==> config.mk <==
export PLATFORM = sky130hd
export DESIGN_NAME = nora_spi_master
export DESIGN_NICKNAME = d
export VERILOG_FILES = /design/src/rtl/nora_spi_master.sv
export SDC_FILE = /design/constraint.sdc
export NUM_CORES = 1
export LEC_CHECK = 0
export BUFFER_PORTS_ARGS = -buffer_cell sky130_fd_sc_hd__buf_4
export CAP_MARGIN = 20
export CORE_ASPECT_RATIO = 0.5
export CORE_MARGIN = 2
export CORE_UTILIZATION = 29
export CTS_CLUSTER_DIAMETER = 40
export DETAILED_ROUTE_END_ITERATION = 8
export HOLD_SLACK_MARGIN = 0.03
export SETUP_SLACK_MARGIN = 0.3
export SLEW_MARGIN = 30
export SYNTH_ARGS = -nofsm -noshare
export SYNTH_HDL_FRONTEND = slang
export SYNTH_SLANG_ARGS = --single-unit
export TNS_END_PERCENT = 10
==> constraint.sdc <==
create_clock -name clk -period 2.75 [get_ports clk]
set_input_delay 0.4125 -clock clk [delete_from_list [all_inputs] [get_ports clk]]
set_output_delay 0.4125 -clock clk [all_outputs]
set_load 0.1 [all_outputs]
==> src/rtl/nora_spi_master.sv <==
// ----------------------------------------------------------------------------
// nora_spi_master
//   CPU-visible SPI master (mode 0, MSB first) behind the NORA I/O decoder.
//   Bytes written to DATA enter a TX FIFO and are shifted out on spi_sck /
//   spi_mosi. The bytes received on spi_miso are collected in an RX FIFO that
//   the CPU reads back through DATA.
//
//   Optional feature macro: SPI_LOOPBACK_EN
//     When defined, CTRL[6] (LOOP) is implemented. While LOOP=1 the shifter
//     samples its own spi_mosi and every chip select is held inactive.
//
// Parameters
//   FIFO_DEPTH : TX and RX FIFO depth in bytes (power of 2, 2..8)
//   NUM_CS     : number of active-low chip selects, spi_csn[0] = SPI flash
//
// Ports
//   clk      : system clock, rising edge
//   resetn   : asynchronous active-low reset
//   reg_sel  : 0=CTRL, 1=STAT, 2=DATA, 3=reserved
//   reg_wr   : one-cycle write strobe
//   reg_rd   : one-cycle read strobe (pops RX when reg_sel=DATA)
//   wdata    : write data
//   rdata    : read data, combinational from reg_sel and current state
//   spi_sck  : serial clock, idle low
//   spi_mosi : serial data out
//   spi_miso : serial data in
//   spi_csn  : active-low chip selects
// ----------------------------------------------------------------------------
module nora_spi_master #(
  parameter int FIFO_DEPTH = 4,
  parameter int NUM_CS     = 2
) (
  input  logic              clk,
  input  logic              resetn,
  input  logic [1:0]        reg_sel,
  input  logic              reg_wr,
  input  logic              reg_rd,
  input  logic [7:0]        wdata,
  output logic [7:0]        rdata,
  output logic              spi_sck,
  output logic              spi_mosi,
  input  logic              spi_miso,
  output logic [NUM_CS-1:0] spi_csn
);

  localparam int PTR_W = $clog2(FIFO_DEPTH);
  localparam int CNT_W = $clog2(FIFO_DEPTH) + 1;

  localparam logic [1:0] SEL_CTRL = 2'd0;
  localparam logic [1:0] SEL_STAT = 2'd1;
  localparam logic [1:0] SEL_DATA = 2'd2;

`ifdef SPI_LOOPBACK_EN
  localparam logic [7:0] CTRL_MASK = 8'h7F;
`else
  localparam logic [7:0] CTRL_MASK = 8'h3F;
`endif

  typedef enum logic [1:0] {
    ST_IDLE,
    ST_LOAD,
    ST_SHIFT,
    ST_DONE
  } state_t;

  // --------------------------------------------------------------------------
  // Register file decode
  // --------------------------------------------------------------------------
  logic       busy;
  logic       ctrl_wr;
  logic       stat_wr;
  logic       data_wr;
  logic       data_rd;
  logic [7:0] ctrl_reg;
  logic [2:0] target;
  logic [2:0] speed;
  logic       loop;
  logic       ovf_reg;

  assign ctrl_wr = reg_wr && (reg_sel == SEL_CTRL) && !busy;
  assign stat_wr = reg_wr && (reg_sel == SEL_STAT);
  assign data_wr = reg_wr && (reg_sel == SEL_DATA);
  assign data_rd = reg_rd && (reg_sel == SEL_DATA);

  assign target = ctrl_reg[2:0];
  assign speed  = ctrl_reg[5:3];

`ifdef SPI_LOOPBACK_EN
  assign loop = ctrl_reg[6];
`else
  assign loop = 1'b0;
`endif

  // The unimplemented bits are masked at write time so a readback is exact.
  always_ff @(posedge clk or negedge resetn) begin
    if (!resetn) begin
      ctrl_reg <= 8'h00;
    end else if (ctrl_wr) begin
      ctrl_reg <= wdata & CTRL_MASK;
    end
  end

  // Chip selects follow TARGET directly, so CS stays low across back-to-back
  // bytes; loopback forces every select inactive.
  generate
    for (genvar gi = 0; gi < NUM_CS; gi++) begin : g_csn
      localparam logic [2:0] CS_CODE = 3'(gi + 1);
      assign spi_csn[gi] = !((target == CS_CODE) && !loop);
    end
  endgenerate

  // --------------------------------------------------------------------------
  // TX FIFO
  // --------------------------------------------------------------------------
  logic [7:0]       tx_mem [FIFO_DEPTH];
  logic [PTR_W-1:0] tx_wr_ptr;
  logic [PTR_W-1:0] tx_rd_ptr;
  logic [CNT_W-1:0] tx_count;
  logic             tx_full;
  logic             tx_empty;
  logic             tx_push;
  logic             tx_pop;
  logic [7:0]       tx_head;

  state_t state_reg;
  state_t state_next;

  assign tx_full  = (tx_count == CNT_W'(FIFO_DEPTH));
  assign tx_empty = (tx_count == '0);
  assign tx_push  = data_wr && !tx_full;
  // LOAD is only entered with a non-empty TX FIFO.
  assign tx_pop   = (state_reg == ST_LOAD);
  assign tx_head  = tx_mem[tx_rd_ptr];

  always_ff @(posedge clk) begin
    if (tx_push) begin
      tx_mem[tx_wr_ptr] <= wdata;
    end
  end

  // Pointers are exactly clog2(FIFO_DEPTH) wide, so they wrap at FIFO_DEPTH.
  always_ff @(posedge clk or negedge resetn) begin
    if (!resetn) begin
      tx_wr_ptr <= '0;
      tx_rd_ptr <= '0;
      tx_count  <= '0;
    end else begin
      if (tx_push) tx_wr_ptr <= tx_wr_ptr + 1'b1;
      if (tx_pop)  tx_rd_ptr <= tx_rd_ptr + 1'b1;
      case ({tx_push, tx_pop})
        2'b10:   tx_count <= tx_count + 1'b1;
        2'b01:   tx_count <= tx_count - 1'b1;
        default: tx_count <= tx_count;
      endcase
    end
  end

  // --------------------------------------------------------------------------
  // RX FIFO
  // --------------------------------------------------------------------------
  logic [7:0]       rx_mem [FIFO_DEPTH];
  logic [PTR_W-1:0] rx_wr_ptr;
  logic [PTR_W-1:0] rx_rd_ptr;
  logic [CNT_W-1:0] rx_count;
  logic             rx_full;
  logic             rx_empty;
  logic             rx_pop;
  logic             rx_push_req;
  logic             rx_push;
  logic [7:0]       rx_shreg;
  logic [3:0]       rx_level;

  assign rx_full     = (rx_count == CNT_W'(FIFO_DEPTH));
  assign rx_empty    = (rx_count == '0);
  assign rx_pop      = data_rd && !rx_empty;
  assign rx_push_req = (state_reg == ST_DONE);
  // A pop in the same cycle frees the slot, so full+pop+push is accepted.
  assign rx_push     = rx_push_req && (!rx_full || rx_pop);
  assign rx_level    = 4'(rx_count);

  always_ff @(posedge clk) begin
    if (rx_push) begin
      rx_mem[rx_wr_ptr] <= rx_shreg;
    end
  end

  always_ff @(posedge clk or negedge resetn) begin
    if (!resetn) begin
      rx_wr_ptr <= '0;
      rx_rd_ptr <= '0;
      rx_count  <= '0;
    end else begin
      if (rx_push) rx_wr_ptr <= rx_wr_ptr + 1'b1;
      if (rx_pop)  rx_rd_ptr <= rx_rd_ptr + 1'b1;
      case ({rx_push, rx_pop})
        2'b10:   rx_count <= rx_count + 1'b1;
        2'b01:   rx_count <= rx_count - 1'b1;
        default: rx_count <= rx_count;
      endcase
    end
  end

  // Sticky overflow; a new overflow event beats a clear in the same cycle.
  always_ff @(posedge clk or negedge resetn) begin
    if (!resetn) begin
      ovf_reg <= 1'b0;
    end else if ((data_wr && tx_full) || (rx_push_req && rx_full && !rx_pop)) begin
      ovf_reg <= 1'b1;
    end else if (stat_wr) begin
      ovf_reg <= 1'b0;
    end
  end

  // --------------------------------------------------------------------------
  // Shift engine
  // --------------------------------------------------------------------------
  logic [6:0] div_reg;
  logic [6:0] div_next;
  logic [3:0] edge_reg;
  logic [3:0] edge_next;
  logic       sck_reg;
  logic       sck_next;
  logic [7:0] tx_shreg;
  logic [7:0] tx_shreg_next;
  logic [7:0] rx_shreg_next;
  logic [6:0] div_last;
  logic       sample_bit;

  // Half-period of 2^SPEED cycles: the divider counts 0..2^SPEED-1.
  assign div_last   = 7'((8'd1 << speed) - 8'd1);
  // MOSI is the top bit of the TX shifter, so it changes only on LOAD or SCK fall.
  assign spi_mosi   = tx_shreg[7];
  assign spi_sck    = sck_reg;
  assign sample_bit = loop ? tx_shreg[7] : spi_miso;
  assign busy       = (state_reg != ST_IDLE) || !tx_empty;

  always_ff @(posedge clk or negedge resetn) begin
    if (!resetn) begin
      state_reg <= ST_IDLE;
      div_reg   <= '0;
      edge_reg  <= '0;
      sck_reg   <= 1'b0;
      tx_shreg  <= 8'h00;
      rx_shreg  <= 8'h00;
    end else begin
      state_reg <= state_next;
      div_reg   <= div_next;
      edge_reg  <= edge_next;
      sck_reg   <= sck_next;
      tx_shreg  <= tx_shreg_next;
      rx_shreg  <= rx_shreg_next;
    end
  end

  always_comb begin
    state_next    = state_reg;
    div_next      = div_reg;
    edge_next     = edge_reg;
    sck_next      = sck_reg;
    tx_shreg_next = tx_shreg;
    rx_shreg_next = rx_shreg;
    case (state_reg)
      ST_IDLE: begin
        if (!tx_empty) state_next = ST_LOAD;
      end
      ST_LOAD: begin
        tx_shreg_next = tx_head;
        rx_shreg_next = 8'h00;
        div_next      = '0;
        edge_next     = '0;
        sck_next      = 1'b0;
        state_next    = ST_SHIFT;
      end
      ST_SHIFT: begin
        if (div_reg == div_last) begin
          div_next  = '0;
          edge_next = edge_reg + 4'd1;
          if (!edge_reg[0]) begin
            // Odd (1st, 3rd, ...) edge: SCK rises, sample the input bit.
            sck_next      = 1'b1;
            rx_shreg_next = {rx_shreg[6:0], sample_bit};
          end else begin
            // Even edge: SCK falls, present the next bit.
            sck_next      = 1'b0;
            tx_shreg_next = {tx_shreg[6:0], 1'b0};
            if (edge_reg == 4'd15) state_next = ST_DONE;
          end
        end else begin
          div_next = div_reg + 7'd1;
        end
      end
      ST_DONE: begin
        state_next = tx_empty ? ST_IDLE : ST_LOAD;
      end
      default: begin
        state_next = ST_IDLE;
      end
    endcase
  end

  // --------------------------------------------------------------------------
  // Read mux
  // --------------------------------------------------------------------------
  always_comb begin
    rdata = 8'h00;
    case (reg_sel)
      SEL_CTRL: rdata = ctrl_reg;
      SEL_STAT: rdata = {busy, tx_full, rx_empty, ovf_reg, rx_level};
      SEL_DATA: rdata = rx_empty ? 8'h00 : rx_mem[rx_rd_ptr];
      default:  rdata = 8'h00;
    endcase
  end

endmodule

# --- Yosys cells after proc, flatten, opt, wreduce, memory -nomap -nowiden ---
# Memory sizes are Yosys's and may differ from the RTL's.
# Index checks and enable logic that the tools add are counted.
# W data, S select, Z words.
totals:
  romBits: 0
  n_memories: 2
  mem_bits_rw: 64
  elab_cells: 112
  out_inout_bits: 12
  latch_bits: 0
  ff_bits: 51
memory_table:
  columns: ["memory", "depth", "word_bits", "rd", "rd_ports_with_merged_regs", "wr", "line_no", "rtl"]
  rows:
  - ["rx_mem", 4, 8, 1, 0, 1, "161", "logic [7:0] rx_mem [FIFO_DEPTH];"]
  - ["tx_mem", 4, 8, 1, 0, 1, "115", "logic [7:0] tx_mem [FIFO_DEPTH];"]
op_classes:
  muxes: 29
  shift: 1
  addsub: 11
  n_reduce_logical: 35
  n_eq_ne: 20
  div_mod_pow: 0
  order_cmp: 0
  n_bitwise: 0
  mul: 0
op_table:
  columns: ["operator", "n"]
  rows:
  - ["$mux W8", 5]
  - ["$pmux W8 S2", 2]
  - ["$pmux W8 S3", 1]
  - ["$pmux W7 S2", 1]
  - ["$pmux W3 S2", 2]
  - ["$logic_and A1 B1 Y1", 11]
  - ["$eq A2 B2 Y1 const B", 5]
  - ["$ne A2 B2 Y1 const B", 5]
  - ["$reduce_bool A2 Y1", 5]
  - ["$mux W1", 9]
  - ["$add A2 B1 Y2 const B", 4]
  - ["$eq A2 B1 Y1 const B", 4]
  - ["$logic_not A1 Y1", 8]
  - ["$mux W2", 4]
  - ["$pmux W2 S4", 1]
  - ["$pmux W4 S2", 1]
  - ["$add A7 B1 Y7 const B", 1]
  - ["$eq A7 B7 Y1", 1]
  - ["$mux W7", 1]
  - ["$shl A1 B3 Y7 const A", 1]
  - ["$sub A7 B1 Y7 const B", 1]
  - ["$add A3 B1 Y3 const B", 2]
  - ["$eq A3 B3 Y1 const B", 2]
  - ["$logic_not A3 Y1", 2]
  - ["12 further kinds", 17]

# --- Logic depth before layout (Yosys ltp) ---
# Gate-level depths: netlist of the first run.
depth:
  ltp_word: 7
  depth_mapped: 12

# --- Least setup slack after synthesis of the first run ---
# OpenSTA, ideal clock, no wires.
synth_timing:
  path_kind: "in2out"
  start: "input reg_sel[1]"
  end: "output rdata[5]"
  path_slack_ps: -432
  cell_stages: 5
  required_ps: 2338
  t_arrival_ps: 2770
  path_cell_list: "clkbuf_1 -> inv_1 -> or3_1 -> clkbuf_1 -> o22ai_1"
synth_via:
  elab_chain_cells: 2
  word_cells_on_any_way: 4
  cone_classes: "eq/ne (2); mux (1); reduce/logical (1)"
synth_rtl:
  columns: ["item", "line_no", "rtl"]
  rows:
  - ["start: declaration", "35", "input logic [1:0] reg_sel,"]
  - ["$eq A2 B2 Y1, or another cell as far along", "306", "case (reg_sel)"]
  - ["$pmux W8 S3 (*)", "306", null]
  - ["end: declaration", "39", "output logic [7:0] rdata,"]
# Mark *: on every way between the ends. The rest lies on a longest branch, timed or not.

# --- Worst setup path in the final report of the first run ---
layout_timing:
  start: "register ctrl_reg[3]"
  end: "register tx_shreg[3]"
layout_via:
  elab_chain_cells: 5
layout_rtl:
  columns: ["item", "line_no", "rtl"]
  rows:
  - ["start: declaration", "74", "logic [7:0] ctrl_reg;"]
  - ["start signal: assignment", "99", "ctrl_reg <= wdata & CTRL_MASK;"]
  - ["$shl A1 B3 Y7", "230", "assign div_last = 7'((8'd1 << speed) - 8'd1);"]
  - ["$sub A7 B1 Y7", "230", null]
  - ["$eq A7 B7 Y1", "275", "if (div_reg == div_last) begin"]
  - ["$ne A2 B2 Y1 (no line)", null, null]
  - ["$reduce_and A3 Y1 (no line)", null, null]
  - ["end signal: assignment", "250", "tx_shreg <= tx_shreg_next;"]
  - ["end: declaration", "223", "logic [7:0] tx_shreg;"]
# No other way between the ends.
# A chain may end at the register's enable or synchronous reset.

==> results by group, run 1 <==
Outcome
  • Status: completed

Die
  • Boundary pin count: 27
  • CORE AREA: 18400 µm²
  • Die outline height: 101 µm
  • Width of the chip: 198 µm
  • Total die area: 20000 µm²
  • Placement Rows: 35
  • Initial core utilization: 0.296

Clocking
  • Clock slew at the register clock pins of the worst setup and hold paths: 0.06 ns
  • Sinks on the clock net: 114
  • Post-CTS Hold Buffers: 0
  • Number of buffers created by CTS: 17
  • Maximum root-to-sink buffer count: 2
  • H-tree depth: 4
  • Clock tree from TritonCTS: built
  • Clk root buf: clkbuf_16
  • Clock insertion delay at the later pin of the skew report: 0.41 ns

Worst hold path
  • Worst hold-check path type: primary input to async pin

Setup path
  • Critical Path Fanout Max: 7
  • CP startpoint kind: flip-flop
  • Type of destination of the critical path: flip-flop
  • Worst endpoint data arrival time: 2.91 ns
  • Type of the worst setup path: flip-flop to flip-flop
  • Critical Path RT: 3.04 ns

Power and ir drop
  • Power density over cell area: 1190 nW/µm²
  • Total leakage power: 2.60 nW
  • VDD IR max: 0.454 mV

Detailed routing
  • Vias after detailed routing: 3365
  • Number of DRC violations after detailed routing: 0
  • Pre-Repair DR Iteration Count: 5
  • Met2 wirelength from detailed routing: 5250 µm
  • DRT Wirelength: 11000 µm
  • Sum of met3 wire segment lengths after detailed routing: 455 µm
  • Sum of routed wire segments on met1: 5100 µm
  • Final antenna-violating net count: 0
  • Average wire per standard cell: 15.0 µm
  • Max Used Layer: met4
  • Vias per cell: 4.57
  • Starting DRT DRC Count: 177

Timing
  • Pins over their slew limit: 0
  • Max Clock Freq: 0.381 GHz
  • Share of the clock period used by the worst path: 0.956
  • Maximum clock skew at final layout: 0.00530 ns
  • RSZ-0062 raised after global routing: yes
  • Final setup violation count: 0
  • Worst-Margin Slew: 0.678 ns
  • Slew headroom: 0.548
  • Minimum period implied by the final worst setup slack: 2.63 ns
  • Endpoints failing hold: 0

Flow run
  • Number of max-cap violations: 0

Synth
  • Net count after synthesis: 449
  • Number of synthesis warnings: 0
  • Most used flip-flop cell after synthesis: edfxtp_1
  • Mean cell area of the mapped netlist: 13.1 µm²
  • Count of state elements after synthesis: 114
  • Sequential element share of the synthesized area: 0.582
  • Fraction of registers with async set/reset: 0.439
  • Number of synthesized flops with an enable pin: 64
  • Post-synthesis cell area: 5460 µm²
  • Cell count after synthesis: 415
  • Unique masters post-synth: 52

Placement
  • Post-detail-place hpwl: 7540 µm
  • Instance count after placement with tap cells included: 696
  • Total of buffers placed on input and output ports: 26
  • Weighted congestion at the end of routability-driven global placement: 0.772

Layout
  • Number of diodes added for antenna fixing: 0
  • Biggest regs: rx_mem: 32 flops, tx_mem: 32 flops
  • Number of fill cells: 1750
  • Share of post-route cells with drive strength above 1: 0.278
  • Area added between synthesis and finish: 25.0%
  • Final core area utilization: 0.370
  • Post-layout instance count excluding filler cells: 737
  • Number of nets in the layout: 499

Global route
  • Wire length of the first global-routing pass: 18200 µm
  • Remaining global-route overflow: 0
  • Global router's overall resource usage: 0.120
  • Largest net degree at the start of global routing: 51
  • Vias in the first global route: 3431
  • Number of antenna violations at the first check in global routing: 0
==> synth_stat cells (6+ instances only) <==
cell / count / area, µm²
edfxtp_1: 64 / 1920
xnor2_1: 12 / 105
clkbuf_1: 16 / 60.1
and3_1: 9 / 56.3
a211oi_1: 8 / 60.1
mux2i_1: 22 / 220
inv_1: 28 / 105
nor3_1: 6 / 30.0
nor2_1: 12 / 45.0
mux2_2: 7 / 78.8
o21ai_0: 12 / 60.1
nor2b_1: 9 / 56.3
ha_1: 17 / 213
a21oi_1: 14 / 70.1
xor2_1: 7 / 61.3
o22ai_1: 11 / 68.8
dfrtp_1: 50 / 1250
nand2_1: 30 / 113
mux4_2: 16 / 360
o21ai_1: 8 / 40.0
==> final cells by class <==
cell class / instances / area, µm² / area share
inverter: 28 / 105 / 0.0154
timing repair buffer: 52 / 410 / 0.0602
sequential: 114 / 3170 / 0.465
clock buffer: 17 / 425 / 0.0624
multi-input combinational: 252 / 2230 / 0.327
clock inverter: 15 / 150 / 0.0220
tap: 259 / 324 / 0.0475
==> path summary, 6_finish.rpt <==
path | from | endpoint | slack (ns) | cells past startpoint
setup reg to reg | ctrl_reg[3] | tx_shreg[3] | 0.12 | 9
setup / recovery | ctrl_reg[3] | tx_shreg[3] | 0.12 | 9
hold reg to reg | tx_count[2] | tx_count[2] | 0.53 | 1
max in group asynchronous | resetn | rx_shreg[3] | 2.26 | 1
min in group clk | wdata[6] | tx_mem[2][6] | 0.20 | 1
hold / removal | resetn | div_reg[5] | 0.04 | 1
==> critical path, cell delays in order, from the launching register on <==
cell and delay (ns):
dfrtp_1 0.37, or3_4 0.40, ha_4 0.20, or4_4 0.43, a21boi_4 0.16, o32ai_4 0.15, nor4b_2 0.25, buf_4 0.22
mux2i_1 0.21, a21oi_1 0.09
==> metal layers <==
layer,GRT usage,vias up
met5,0,-
met4,0.0561,0
met3,0.0345,17
met2,0.194,44
met1,0.151,1670
li1,-,1634
==> cells by family (layout without fill, tap and decap cells) <==
family / after synthesis / after routing / synth area share
xor+xnor: 19 / 19 / 0.0305
fa+ha+maj: 19 / 19 / 0.0463
flops: 114 / 114 / 0.582
compound gates: 72 / 72 / 0.0865
mux: 45 / 45 / 0.121
buf+inv: 49 / 112 / 0.0362
simple gates: 97 / 97 / 0.0979
==> per-stage QoR <==
stage / hold slack [ns] / setup TNS (ns) / area [µm²] / setup slack (ns) / power, W
2_1_floorplan: 0.117 / -0.286 / 5540 / -0.0368 / 0.00491
3_3_place_gp: 0.497 / 0 / 6100 / 0.0983 / 0.00563
3_5_place_dp: 0.504 / 0 / 6100 / 0.00547 / 0.00569
4_1_cts: 0.0604 / 0 / 6720 / 0.0875 / 0.00794
5_1_grt: 0.0814 / -0.0481 / 6820 / -0.0322 / 0.00863
6_report: 0.0371 / 0 / 6820 / 0.122 / 0.00812
==> power breakdown <==
| group | internal (W) | switching (W) | leakage, nW |
|---|---|---|---|
| Sequential | 0.00217 | 0.000356 | 1.22 |
| Clock | 0.00127 | 0.000860 | 0.276 |
| Combinational | 0.00150 | 0.00196 | 1.11 |
==> placed cells by master (no fill, tap or decap), types with 3 or more instances in the layout <==
master,count
a21oi_1,13
edfxtp_1,64
o22ai_2,5
o21ai_0,11
clkbuf_16,17
nor2b_1,9
dfrtp_1,50
nand3b_1,3
inv_1,28
buf_4,49
a211oi_1,8
mux2i_1,21
xor2_1,7
nor3_1,6
mux2_2,7
a21o_1,3
ha_1,16
xnor2_1,11
and3_1,9
nand2_1,30
and2_1,5
inv_6,6
o22ai_1,4
a31oi_1,3
nand3_1,5
o21ai_1,9
mux4_2,16
clkinvlp_4,3
nor2_1,12
==> what timing repair did <==
action / CTS / global route
cloned: 0 / 0
setup endpoints to repair: 36 / 36
pin swaps: 7 / 15
gates resized for setup: 3 / 10
endpoints found under the hold margin: 0 / 0
setup buffers: 3 / 6
No activity file was read; power rests on OpenSTA's default activity.
==> run 2: changes to the inputs <==
--- a/config.mk
+++ b/config.mk
@@ -9,10 +9,11 @@
 export CAP_MARGIN = 20
 export CORE_ASPECT_RATIO = 0.5
 export CORE_MARGIN = 2
-export CORE_UTILIZATION = 29
+export CORE_UTILIZATION = 61
 export CTS_CLUSTER_DIAMETER = 40
 export DETAILED_ROUTE_END_ITERATION = 8
 export HOLD_SLACK_MARGIN = 0.03
+export PLACE_DENSITY = 0.79
 export SETUP_SLACK_MARGIN = 0.3
 export SLEW_MARGIN = 30
 export SYNTH_ARGS = -nofsm -noshare
==> constraint.sdc (replaced) <==
create_clock -name clk -period 2.7 [get_ports clk]
set_input_delay 0.405 -clock clk [delete_from_list [all_inputs] [get_ports clk]]
set_output_delay 0.405 -clock clk [all_outputs]
set_load 0.1 [all_outputs]
==> results by group, run 2 (same netlist as run 1, synthesis figures left out) <==
Detailed routing
  • Average wire per standard cell: 19.6 µm (+31%)
  • Vias after detailed routing: 3595 (+6.8%)
  • Final antenna-violating net count: 0 (unchanged)
  • Vias per cell: 6.10 (+34%)
  • Number of DRC violations after detailed routing: 0 (unchanged)
  • Pre-Repair DR Iteration Count: 5 (unchanged)
  • Starting DRT DRC Count: 244 (+38%)
  • DRT Wirelength: 11600 µm (+4.7%)

Setup path
  • Type of destination of the critical path: flip-flop
  • Type of the worst setup path: flip-flop to flip-flop
  • Worst endpoint data arrival time: 3.00 ns (+0.09 ns)
  • Critical Path RT: 2.98 ns (-0.06 ns)
  • Standard cell with the maximum stage delay on the critical path: or4_4
  • CP cell instances: or3_4 -> ha_4 -> or4_4 -> a21boi_4 -> o32ai_4 -> buf_12 -> nor3_1 -> mux2i_1 -> o21ai_0
  • CP startpoint kind: flip-flop
  • Critical Path Fanout Max: 6 (-1)
  • Slack of the worst reg-to-reg path: -0.02 ns (-0.15 ns)
  • Largest stage delay on the critical path: 0.44 ns (about the same)

Layout
  • Area added between synthesis and finish: 22.0%
  • Number of diodes added for antenna fixing: 0 (unchanged)
  • Post-layout instance count excluding filler cells: 589 (-20%)
  • Share of post-route cells with drive strength above 1: 0.269 (-0.00917)
  • Most frequent standard cell in the layout excluding fill and tap cells: edfxtp_1
  • Number of nets in the layout: 493 (-1.2%)
  • Final Instance Area: 6660 µm² (-2.3%)
  • Most used cells in the layout excluding fill and tap cells: edfxtp_1, dfrtp_1, buf_4
  • Number of fill cells: 520 (-70%)
  • Biggest regs: rx_mem: 32 flops, tx_mem: 32 flops

Timing
  • Slew headroom: 0.440 (-0.108)
  • Final setup violation count: 2 (+2)
  • Share of the clock period used by the worst path: 1.01 (+0.0533)
  • Worst-Margin Slew: 0.840 ns (+0.163 ns)
  • Minimum period implied by the final worst setup slack: 2.72 ns (+0.0962 ns)
  • Max Clock Freq: 0.367 GHz (-3.5%)
  • RSZ-0062 raised after global routing: yes
  • Pins over their slew limit: 0 (unchanged)
  • Maximum clock skew at final layout: 0.00581 ns (+0.000516 ns)
  • Final WS setup: -0.0239 ns (-0.146 ns)
  • Worst hold margin: 0.0286 ns (-0.00849 ns)
  • Endpoints failing hold: 0 (unchanged)

Power and ir drop
  • Total leakage power: 2.59 nW (-0.28%)
  • VDD IR max: 0.713 mV (+57%)
  • Power density over cell area: 1250 nW/µm² (+4.8%)

Clocking
  • Number of buffers created by CTS: 17 (unchanged)
  • Sinks on the clock net: 114 (unchanged)
  • Post-CTS Hold Buffers: 0 (unchanged)
  • Clock insertion delay at the later pin of the skew report: 0.41 ns (about the same)
  • Clock slew at the register clock pins of the worst setup and hold paths: 0.05 ns (about the same)
  • Maximum root-to-sink buffer count: 2 (unchanged)
  • H-tree depth: 4 (unchanged)
  • Clock tree from TritonCTS: built
  • Clk root buf: clkbuf_16

Die
  • Placement Rows: 24 (-31%)
  • Total die area: 9760 µm² (-51%)
  • Boundary pin count: 27 (unchanged)
  • Width of the chip: 138 µm (-30%)
  • Die outline height: 70.9 µm (-30%)
  • CORE AREA: 8710 µm² (-53%)
  • Initial core utilization: 0.626 (+0.331)

Global route
  • Largest net degree at the start of global routing: 51 (unchanged)
  • Number of antenna violations at the first check in global routing: 0 (unchanged)
  • Wire length of the first global-routing pass: 18400 µm (+1.2%)
  • Global router's overall resource usage: 0.258 (+0.138)
  • Met1 track demand over resource: 0.329 (+0.177)
  • Vias in the first global route: 3668 (+6.9%)
  • Met3 Resource Use GR: 0.0710 (+0.0365)
  • Global-route track usage on met2: 0.430 (+0.236)
  • Remaining global-route overflow: 0 (unchanged)
  • Busiest layer in global routing: met2

Placement
  • Placement Cell Area: 5910 µm² (-3.2%)
  • Weighted congestion at the end of routability-driven global placement: 0.816 (+5.6%)
  • Instance count after placement with tap cells included: 552 (-21%)
  • Total of buffers placed on input and output ports: 26 (unchanged)
  • Post-detail-place hpwl: 7480 µm (-0.80%)

Outcome
  • Status: finished with violations
  • Violations in the final reports: negative setup slack

Worst hold path
  • Worst hold-check path type: primary input to async pin

Flow run
  • Number of max-cap violations: 0 (unchanged)
[run 2: worst paths after layout]
| kind | depth (start not counted) | end | start |
|---|---|---|---|
| max in group asynchronous | 1 | rx_rd_ptr[0] | resetn |
| max reg2reg | 9 | edge_reg[1] | ctrl_reg[5] |
| max | 9 | edge_reg[1] | ctrl_reg[5] |
| min reg2reg | 1 | tx_count[2] | tx_count[2] |
| min in group clk | 1 | tx_mem[3][6] | wdata[6] |
| min | 1 | div_reg[5] | resetn |
[run 2: power by group]
group	switching, W	internal (W)	total (W)	leakage, nW
sequential	0.000387	0.00221	0.00260	1.21
combinational	0.00210	0.00155	0.00365	1.10
clock	0.000711	0.00135	0.00206	0.278
[run 2: what timing repair did]
action                                  in CTS  in global routing
endpoints found under the setup margin      37                 39
setup buffers                                1                  3
gates resized for setup                     16                 15
cloned                                       0                  1
pin swaps                                   13                  4
[run 2: metrics by stage]
stage	total power [W]	worst slack [ns]	utilization	TNS, ns
after detailed placement	0.00577	-0.0472	0.679	-0.127
after global routing	0.00871	-0.133	0.764	-1.59
after floorplan	0.00500	-0.0868	-	-0.790
after CTS	0.00803	-0.0420	0.752	-0.105
final	0.00831	-0.0239	0.764	-0.0346
after global placement	0.00558	0.0682	0.679	0
[run 2: area by class of cell]
class / count / area, µm² / share of cell area
Tap cell: 117 / 146 / 0.0220
Inverter: 28 / 105 / 0.0158
Clock inverter: 7 / 58.8 / 0.00883
Clock buffer: 25 / 495 / 0.0744
Timing Repair Buffer: 46 / 413 / 0.0620
Multi-Input combinational cell: 252 / 2260 / 0.340
Sequential cell: 114 / 3180 / 0.477
[run 2: critical path, delay by kind of cell, from the launching register on]
kind,cells,cell delay (ns)
simple gates,3,1.20
compound gates,3,0.40
flops,1,0.39
mux,1,0.24
fa+ha+maj,1,0.20
buf+inv,1,0.17
[run 2: per-layer routing]
layer	vias to the layer above	wire, µm
met5	-	0
met1	1829	5060
met4	0	248
li1	1631	-
met3	28	481
met2	107	5770
